==> src/rtl/cdb_complete_arbiter_if.sv <==
// Bus bundle between the execute-stage FUs and the CDB completion arbiter.
// A transfer happens in a cycle where an FU has fu_done_i=1 (valid) and the arbiter returns fu_complete_en_o=1 (ready) for it.
interface cdb_complete_arbiter_if #(
  parameter int FU_NUM      = 4,
  parameter int CDB_NUM     = 2,
  parameter int XLEN        = 32,
  parameter int PREG_NUMBER = 64
);
  localparam int TW = $clog2(PREG_NUMBER);
  localparam int PW = (FU_NUM > 1) ? $clog2(FU_NUM) : 1;

  logic [FU_NUM-1:0]           fu_done_i;
  logic [FU_NUM-1:0][XLEN-1:0] fu_result_i;
  logic [FU_NUM-1:0][TW-1:0]   fu_dest_reg_i;
  logic [FU_NUM-1:0]           fu_wr_en_i;
  logic [1:0]                  branch_recover_i;
  logic [FU_NUM-1:0]           fu_complete_en_o;
  logic [CDB_NUM-1:0]          cdb_valid_o;
  logic [CDB_NUM-1:0][TW-1:0]  cdb_tag_o;
  logic [CDB_NUM-1:0][XLEN-1:0] cdb_value_o;
  logic [CDB_NUM-1:0]          cdb_wr_en_o;
  logic [PW-1:0]               ptr_o;

  modport master (
    output fu_done_i, fu_result_i, fu_dest_reg_i, fu_wr_en_i, branch_recover_i,
    input  fu_complete_en_o, cdb_valid_o, cdb_tag_o, cdb_value_o, cdb_wr_en_o, ptr_o
  );

  modport slave (
    input  fu_done_i, fu_result_i, fu_dest_reg_i, fu_wr_en_i, branch_recover_i,
    output fu_complete_en_o, cdb_valid_o, cdb_tag_o, cdb_value_o, cdb_wr_en_o, ptr_o
  );
endinterface

==> src/rtl/cdb_complete_arbiter.sv <==
// Round-robin CDB arbiter: same-cycle grants to done FUs, registered broadcast lanes one cycle later.
// Optional macro CDB_FU0_PRIORITY_EN gives FU0 fixed ownership of lane 0 when it is done.
module cdb_complete_arbiter #(
  parameter int FU_NUM      = 4,
  parameter int CDB_NUM     = 2,
  parameter int XLEN        = 32,
  parameter int PREG_NUMBER = 64
) (
  input logic clk,
  input logic reset,
  cdb_complete_arbiter_if.slave bus
);
  localparam int TW = $clog2(PREG_NUMBER);
  localparam int PW = (FU_NUM > 1) ? $clog2(FU_NUM) : 1;
`ifdef CDB_FU0_PRIORITY_EN
  localparam logic [PW-1:0] PTR_RST = PW'(1);
`else
  localparam logic [PW-1:0] PTR_RST = '0;
`endif

  logic [PW-1:0]                ptr_q, ptr_d;
  logic [FU_NUM-1:0]            gnt;
  logic [CDB_NUM-1:0][PW-1:0]   sel;
  logic [CDB_NUM-1:0]           sel_vld;
  logic [CDB_NUM-1:0]           valid_q, valid_d;
  logic [CDB_NUM-1:0]           wr_q, wr_d;
  logic [CDB_NUM-1:0][TW-1:0]   tag_q, tag_d;
  logic [CDB_NUM-1:0][XLEN-1:0] value_q, value_d;

  always_comb begin : grant_scan
    int cnt;
    int idx;
    int last;
    logic found;
    gnt     = '0;
    sel     = '0;
    sel_vld = '0;
    ptr_d   = ptr_q;
    cnt     = 0;
    idx     = 0;
    last    = 0;
    found   = 1'b0;
    if (!reset && !bus.branch_recover_i[0]) begin
`ifdef CDB_FU0_PRIORITY_EN
      if (bus.fu_done_i[0]) begin
        gnt[0]     = 1'b1;
        sel[0]     = '0;
        sel_vld[0] = 1'b1;
        cnt        = 1;
      end
      // The pointer lives in 1..FU_NUM-1, so the scan wraps over FU_NUM-1 entries.
      for (int k = 0; k < FU_NUM - 1; k++) begin
        idx = int'(ptr_q) - 1 + k;
        if (idx >= FU_NUM - 1) idx = idx - (FU_NUM - 1);
        idx = idx + 1;
        if (bus.fu_done_i[idx] && cnt < CDB_NUM) begin
          gnt[idx]     = 1'b1;
          sel[cnt]     = PW'(idx);
          sel_vld[cnt] = 1'b1;
          cnt          = cnt + 1;
          last         = idx;
          found        = 1'b1;
        end
      end
      if (found) ptr_d = (last == FU_NUM - 1) ? PW'(1) : PW'(last + 1);
`else
      for (int k = 0; k < FU_NUM; k++) begin
        idx = int'(ptr_q) + k;
        if (idx >= FU_NUM) idx = idx - FU_NUM;
        if (bus.fu_done_i[idx] && cnt < CDB_NUM) begin
          gnt[idx]     = 1'b1;
          sel[cnt]     = PW'(idx);
          sel_vld[cnt] = 1'b1;
          cnt          = cnt + 1;
          last         = idx;
          found        = 1'b1;
        end
      end
      if (found) ptr_d = (last == FU_NUM - 1) ? '0 : PW'(last + 1);
`endif
    end
  end

  always_comb begin : lane_next
    valid_d = '0;
    wr_d    = '0;
    tag_d   = '0;
    value_d = '0;
    for (int k = 0; k < CDB_NUM; k++) begin
      if (sel_vld[k]) begin
        valid_d[k] = 1'b1;
        wr_d[k]    = bus.fu_wr_en_i[sel[k]];
        tag_d[k]   = bus.fu_dest_reg_i[sel[k]];
        value_d[k] = bus.fu_result_i[sel[k]];
      end
    end
  end

  always_ff @(posedge clk) begin
    if (reset) begin
      ptr_q   <= PTR_RST;
      valid_q <= '0;
      wr_q    <= '0;
      tag_q   <= '0;
      value_q <= '0;
    end else begin
      ptr_q   <= ptr_d;
      valid_q <= valid_d;
      wr_q    <= wr_d;
      tag_q   <= tag_d;
      value_q <= value_d;
    end
  end

  assign bus.fu_complete_en_o = gnt;
  assign bus.cdb_valid_o      = valid_q;
  assign bus.cdb_wr_en_o      = wr_q;
  assign bus.cdb_tag_o        = tag_q;
  assign bus.cdb_value_o      = value_q;
  assign bus.ptr_o            = ptr_q;
endmodule

==> src/flat_wrapper.sv <==
// flat-port wrapper written by rule: the top's interface ports become plain ports
module cdb_complete_arbiter_flat 
#(
  parameter int FU_NUM      = 4,
  parameter int CDB_NUM     = 2,
  parameter int XLEN        = 32,
  parameter int PREG_NUMBER = 64
)
  (clk, reset, bus_fu_done_i, bus_fu_result_i, bus_fu_dest_reg_i, bus_fu_wr_en_i, bus_branch_recover_i, bus_fu_complete_en_o, bus_cdb_valid_o, bus_cdb_tag_o, bus_cdb_value_o, bus_cdb_wr_en_o, bus_ptr_o);
  cdb_complete_arbiter_if #(.FU_NUM(FU_NUM), .CDB_NUM(CDB_NUM), .XLEN(XLEN), .PREG_NUMBER(PREG_NUMBER)) bus_i ();
  input logic clk;
  input logic reset;
  input wire logic [$bits(bus_i.fu_done_i)-1:0] bus_fu_done_i;
  input wire logic [$bits(bus_i.fu_result_i)-1:0] bus_fu_result_i;
  input wire logic [$bits(bus_i.fu_dest_reg_i)-1:0] bus_fu_dest_reg_i;
  input wire logic [$bits(bus_i.fu_wr_en_i)-1:0] bus_fu_wr_en_i;
  input wire logic [$bits(bus_i.branch_recover_i)-1:0] bus_branch_recover_i;
  output wire logic [$bits(bus_i.fu_complete_en_o)-1:0] bus_fu_complete_en_o;
  output wire logic [$bits(bus_i.cdb_valid_o)-1:0] bus_cdb_valid_o;
  output wire logic [$bits(bus_i.cdb_tag_o)-1:0] bus_cdb_tag_o;
  output wire logic [$bits(bus_i.cdb_value_o)-1:0] bus_cdb_value_o;
  output wire logic [$bits(bus_i.cdb_wr_en_o)-1:0] bus_cdb_wr_en_o;
  output wire logic [$bits(bus_i.ptr_o)-1:0] bus_ptr_o;
  assign bus_i.fu_done_i = bus_fu_done_i;
  assign bus_i.fu_result_i = bus_fu_result_i;
  assign bus_i.fu_dest_reg_i = bus_fu_dest_reg_i;
  assign bus_i.fu_wr_en_i = bus_fu_wr_en_i;
  assign bus_i.branch_recover_i = bus_branch_recover_i;
  assign bus_fu_complete_en_o = bus_i.fu_complete_en_o;
  assign bus_cdb_valid_o = bus_i.cdb_valid_o;
  assign bus_cdb_tag_o = bus_i.cdb_tag_o;
  assign bus_cdb_value_o = bus_i.cdb_value_o;
  assign bus_cdb_wr_en_o = bus_i.cdb_wr_en_o;
  assign bus_ptr_o = bus_i.ptr_o;
  cdb_complete_arbiter #(.FU_NUM(FU_NUM), .CDB_NUM(CDB_NUM), .XLEN(XLEN), .PREG_NUMBER(PREG_NUMBER)) u_core (.clk(clk), .reset(reset), .bus(bus_i));
endmodule
==> config.mk <==
export PLATFORM = sky130hd
export DESIGN_NAME = cdb_complete_arbiter_flat
export DESIGN_NICKNAME = d
export VERILOG_FILES = /design/src/rtl/cdb_complete_arbiter_if.sv /design/src/rtl/cdb_complete_arbiter.sv /design/src/flat_wrapper.sv
export SDC_FILE = /design/constraint.sdc
export NUM_CORES = 1
export LEC_CHECK = 0
export ABC_AREA = 1
export ABC_CLOCK_PERIOD_IN_PS = 6350
export CORE_MARGIN = 2
export CORE_UTILIZATION = 48
export CTS_BUF_LIST = sky130_fd_sc_hd__clkbuf_8
export DETAILED_ROUTE_END_ITERATION = 10
export PLACE_DENSITY = 0.85
export REMOVE_ABC_BUFFERS = 1
export SLEW_MARGIN = 40
export SYNTH_ARGS = -nofsm -noshare
export SYNTH_HDL_FRONTEND = slang
export SYNTH_SLANG_ARGS = --single-unit
export TNS_END_PERCENT = 5
==> constraint.sdc <==
create_clock -name clk -period 6.35 [get_ports clk]
set_input_delay 1.27 -clock clk [delete_from_list [all_inputs] [get_ports clk]]
set_output_delay 1.27 -clock clk [all_outputs]
set_load 0.005 [all_outputs]
==> run_results.csv <==
group,metric,value,unit
run_status,status,"finished clean",
min_path,hold_depth,2,
power,powerDensity,441,nW/um^2
floorplanning,ioPinCount,250,
timing,worst_pin_slew,0.898,ns
power,p_leak,4.24,nW
worst_setup_path,cp_num_buf_inv,3,
worst_setup_path,critPathMaxStageDelay,0.56,ns
routing,postRouteAntennaNets,0,
routing,wl_per_cell,16.1,microns
routing,wl_met2,10400,microns
clock_network,clockBufferDepth,2,
clock_network,cts_tree,"built",
clock_network,cts_sinks,82,
synthesis,ys_ff_latch,82,
floorplanning,dieArea,13400,sq um
routing,drt-initial-drc-count,923,
clock_network,cts_setup_buffers,0,
floorplanning,core_area,12100,sq um
routing,top_layer,"met4",
global_route,grt_pass1_vias,6924,
routing,drt-pass1-iter-count,6,
layout,syn2layout_area_growth,47.1,%
timing,slew_viol_final,0,
clock_network,h-tree-depth,3,
global_route,grt-ovfl-total,0,
clock_network,cts_hold_buf,0,
synthesis,yosys_warnings,0,
placed_design,portBuffers,248,
global_route,grt_pass1_wl,33900,microns
synthesis,syn_avg_cell_area,5.96,sq um
worst_setup_path,path_max_fanout,9,
layout,nNetsFinal,1387,
synthesis,yosysSeqAreaShare,27.4,%
clock_network,cts-root-buf,"clkbuf_8",
routing,drt-total-wl,22300,microns
run,maxCapViolCount,0,
layout,final_core_util,72.7,%
routing,num_vias,7624,
global_route,grt_max_degree,79,
worst_setup_path,cp_data_required_time,5.08,ns
synthesis,synthDistinctLibCells,31,
timing,hold_viol,0,
worst_setup_path,r2r_cells,19,
worst_setup_path,crit_family,"simple AND/OR/NAND/NOR gates",
worst_setup_path,crit-reg2reg-launch,"u_core.bus.ptr_o[1]",
worst_setup_path,reg2reg_slack,1.64,ns
timing,setup_viol,0,
clock_network,path_clk_slew,0.09,ns
layout,final_common_cell,"nand3_1",
floorplanning,rows,40,
power,ir_drop,0.365,mV
timing,period_share,88.9,%
worst_setup_path,cp-end-kind,"output pin",
worst_setup_path,crit_arrival,4.37,ns
placed_design,dp_hpwl,14400,microns
min_path,min_to,"u_core.bus.ptr_o[1]",
worst_setup_path,path_common_cell,"nand2_1",
floorplanning,fp.dieH,116,microns
floorplanning,start_util,49.4,%
routing,vias_per_cell,5.51,
clock_network,cts_buffers,9,
global_route,antenna_found_initial,0,
placed_design,gp_congestion,0.873,
global_route,grtUsageTotal,31.8,%
timing,timing.fmax,177,MHz
layout,layout_common_cells,"nand3_1 (321), clkdlybuf4s50_1 (248), nand2_1 (202)",
timing,rsz0062_at_grt,"false",
clock_network,cts_resized,0,
timing,skew,0.0133,ns
worst_setup_path,start_kind,"input port",
timing,tns,0,ns
routing,dr_wl_met3,2280,microns
clock_network,clock_latency,0.38,ns
floorplanning,die_x,116,microns
worst_setup_path,cp_cell_sequence,"clkdlybuf4s50_1 -> nand2_1 -> nand2_1 -> nand2_1 -> nand2_1 -> ha_1 -> nor2_4 -> fa_1 -> inv_1 -> nand2_1 -> nor2_2 -> nand2_1 -> a31oi_1 -> clkdlybuf4s50_1",
worst_setup_path,worstReg2RegEnd,"u_core.bus.cdb_value_o[29]",
worst_setup_path,critPathSlowestCell,"clkdlybuf4s50_1",
layout,fill_cells,1056,
synthesis,synth_area,5990,sq um
layout,drive_gt1_share,4.45,%
timing,finalCriticalPeriod,5.64,ns
worst_setup_path,worst-setup-path-type,"in -> out",
routing,drc,0,
timing,slew_headroom,40.1,%
min_path,hp-start,"u_core.bus.ptr_o[1]",
min_path,hold_path.class,"reg -> reg",
routing,drt-met1-wl,8710,microns
synthesis,synthCells,1005,
==> cells by family after synthesis <==
logic type / synth area share (%)
buffers and inverters: 17.6
DFF: 27.4
adders and majority gates: 3.05
and+or+nand+nor: 42.1
AOI/OAI and AO/OA: 9.82
==> layer usage <==
layer | vias up | track usage (%)
li1 | 3646 | -
met1 | 3422 | 41.0
met2 | 482 | 50.7
met3 | 74 | 6.01
met4 | 0 | 16.8
met5 | - | 0
==> layout make-up <==
type	count	area, sq um	share of cell area, %
Timing Repair Buffer	267	2700	30.6
Sequential cell	82	1640	18.6
Multi-Input combinational cell	666	3360	38.2
Clock inverter	5	53.8	0.611
Antenna cell	1	2.50	0.0284
Inverter	183	687	7.80
Clock buffer	11	151	1.72
Tap cell	168	210	2.39
==> power breakdown <==
part | internal [mW] | switching [mW]
clock network | 0.202 | 0.211
logic | 1.02 | 1.70
registers | 0.697 | 0.0590
==> cells in the mapped netlist <==
cell type	number	area [sq um]
buf_4	5	37.5
a21oi_2	2	17.5
a22oi_1	1	7.51
nand2_2	3	18.8
nand3_2	5	50.1
nand3_1	323	1620
fa_1	1	20.0
o31ai_1	1	7.51
nand3b_1	1	7.51
a31oi_4	2	42.5
o21ai_1	1	5.00
inv_2	2	7.51
ha_1	13	163
o21ai_0	5	25.0
clkbuf_1	37	139
nand2_1	202	758
nor2_2	2	12.5
buf_1	4	15.0
o211a_1	1	10.0
o22ai_1	1	6.26
buf_2	22	110
a31oi_1	1	6.26
buf_6	6	67.6
nor2_4	1	11.3
o211ai_1	1	7.51
inv_1	181	679
nor2_1	7	26.3
a21oi_1	87	435
a221oi_1	2	17.5
dfxtp_1	82	1640
nand4_1	3	18.8
==> flip-flops by register name, summed over array words and instances (netlist names) <==
name	cells
u_core.bus.cdb_value_o	64
u_core.bus.cdb_valid_o	2
u_core.bus.ptr_o	2
u_core.bus.cdb_tag_o	12
u_core.bus.cdb_wr_en_o	2
==> worst max path at each step <==
stage	slack, ns	start	end	cells after the start
floorplan	0.95	bus_fu_done_i[3]	u_core.bus.cdb_valid_o[0]	12
global placement	0.85	bus_fu_done_i[2]	bus_fu_complete_en_o[3]	14
detailed placement	0.77	bus_fu_done_i[3]	bus_fu_complete_en_o[3]	14
CTS	0.76	bus_fu_done_i[3]	bus_fu_complete_en_o[3]	14
global route	0.48	bus_fu_done_i[3]	bus_fu_complete_en_o[3]	14
finish	0.71	bus_fu_done_i[3]	bus_fu_complete_en_o[3]	14
==> tightest hold or removal path, cell delays in order, from the launching register on <==
cell	delay [ns]
dfxtp_1	0.44
nand2_1	0.12
a21oi_1	0.06
==> through the flow <==
step	cells	total power [mW]	area [sq um]	worst slack [ns]	hold slack, ns
floorplan	931	2.19	5620	0.954	0.574
global placement	1363	3.29	8520	0.845	0.644
detailed placement	1364	3.34	8560	0.767	0.644
finish	1383	3.89	8810	0.705	0.657
CTS	1380	3.75	8760	0.756	0.658
global route	1382	4.14	8810	0.479	0.707
Power figures use the tool's default switching activity.
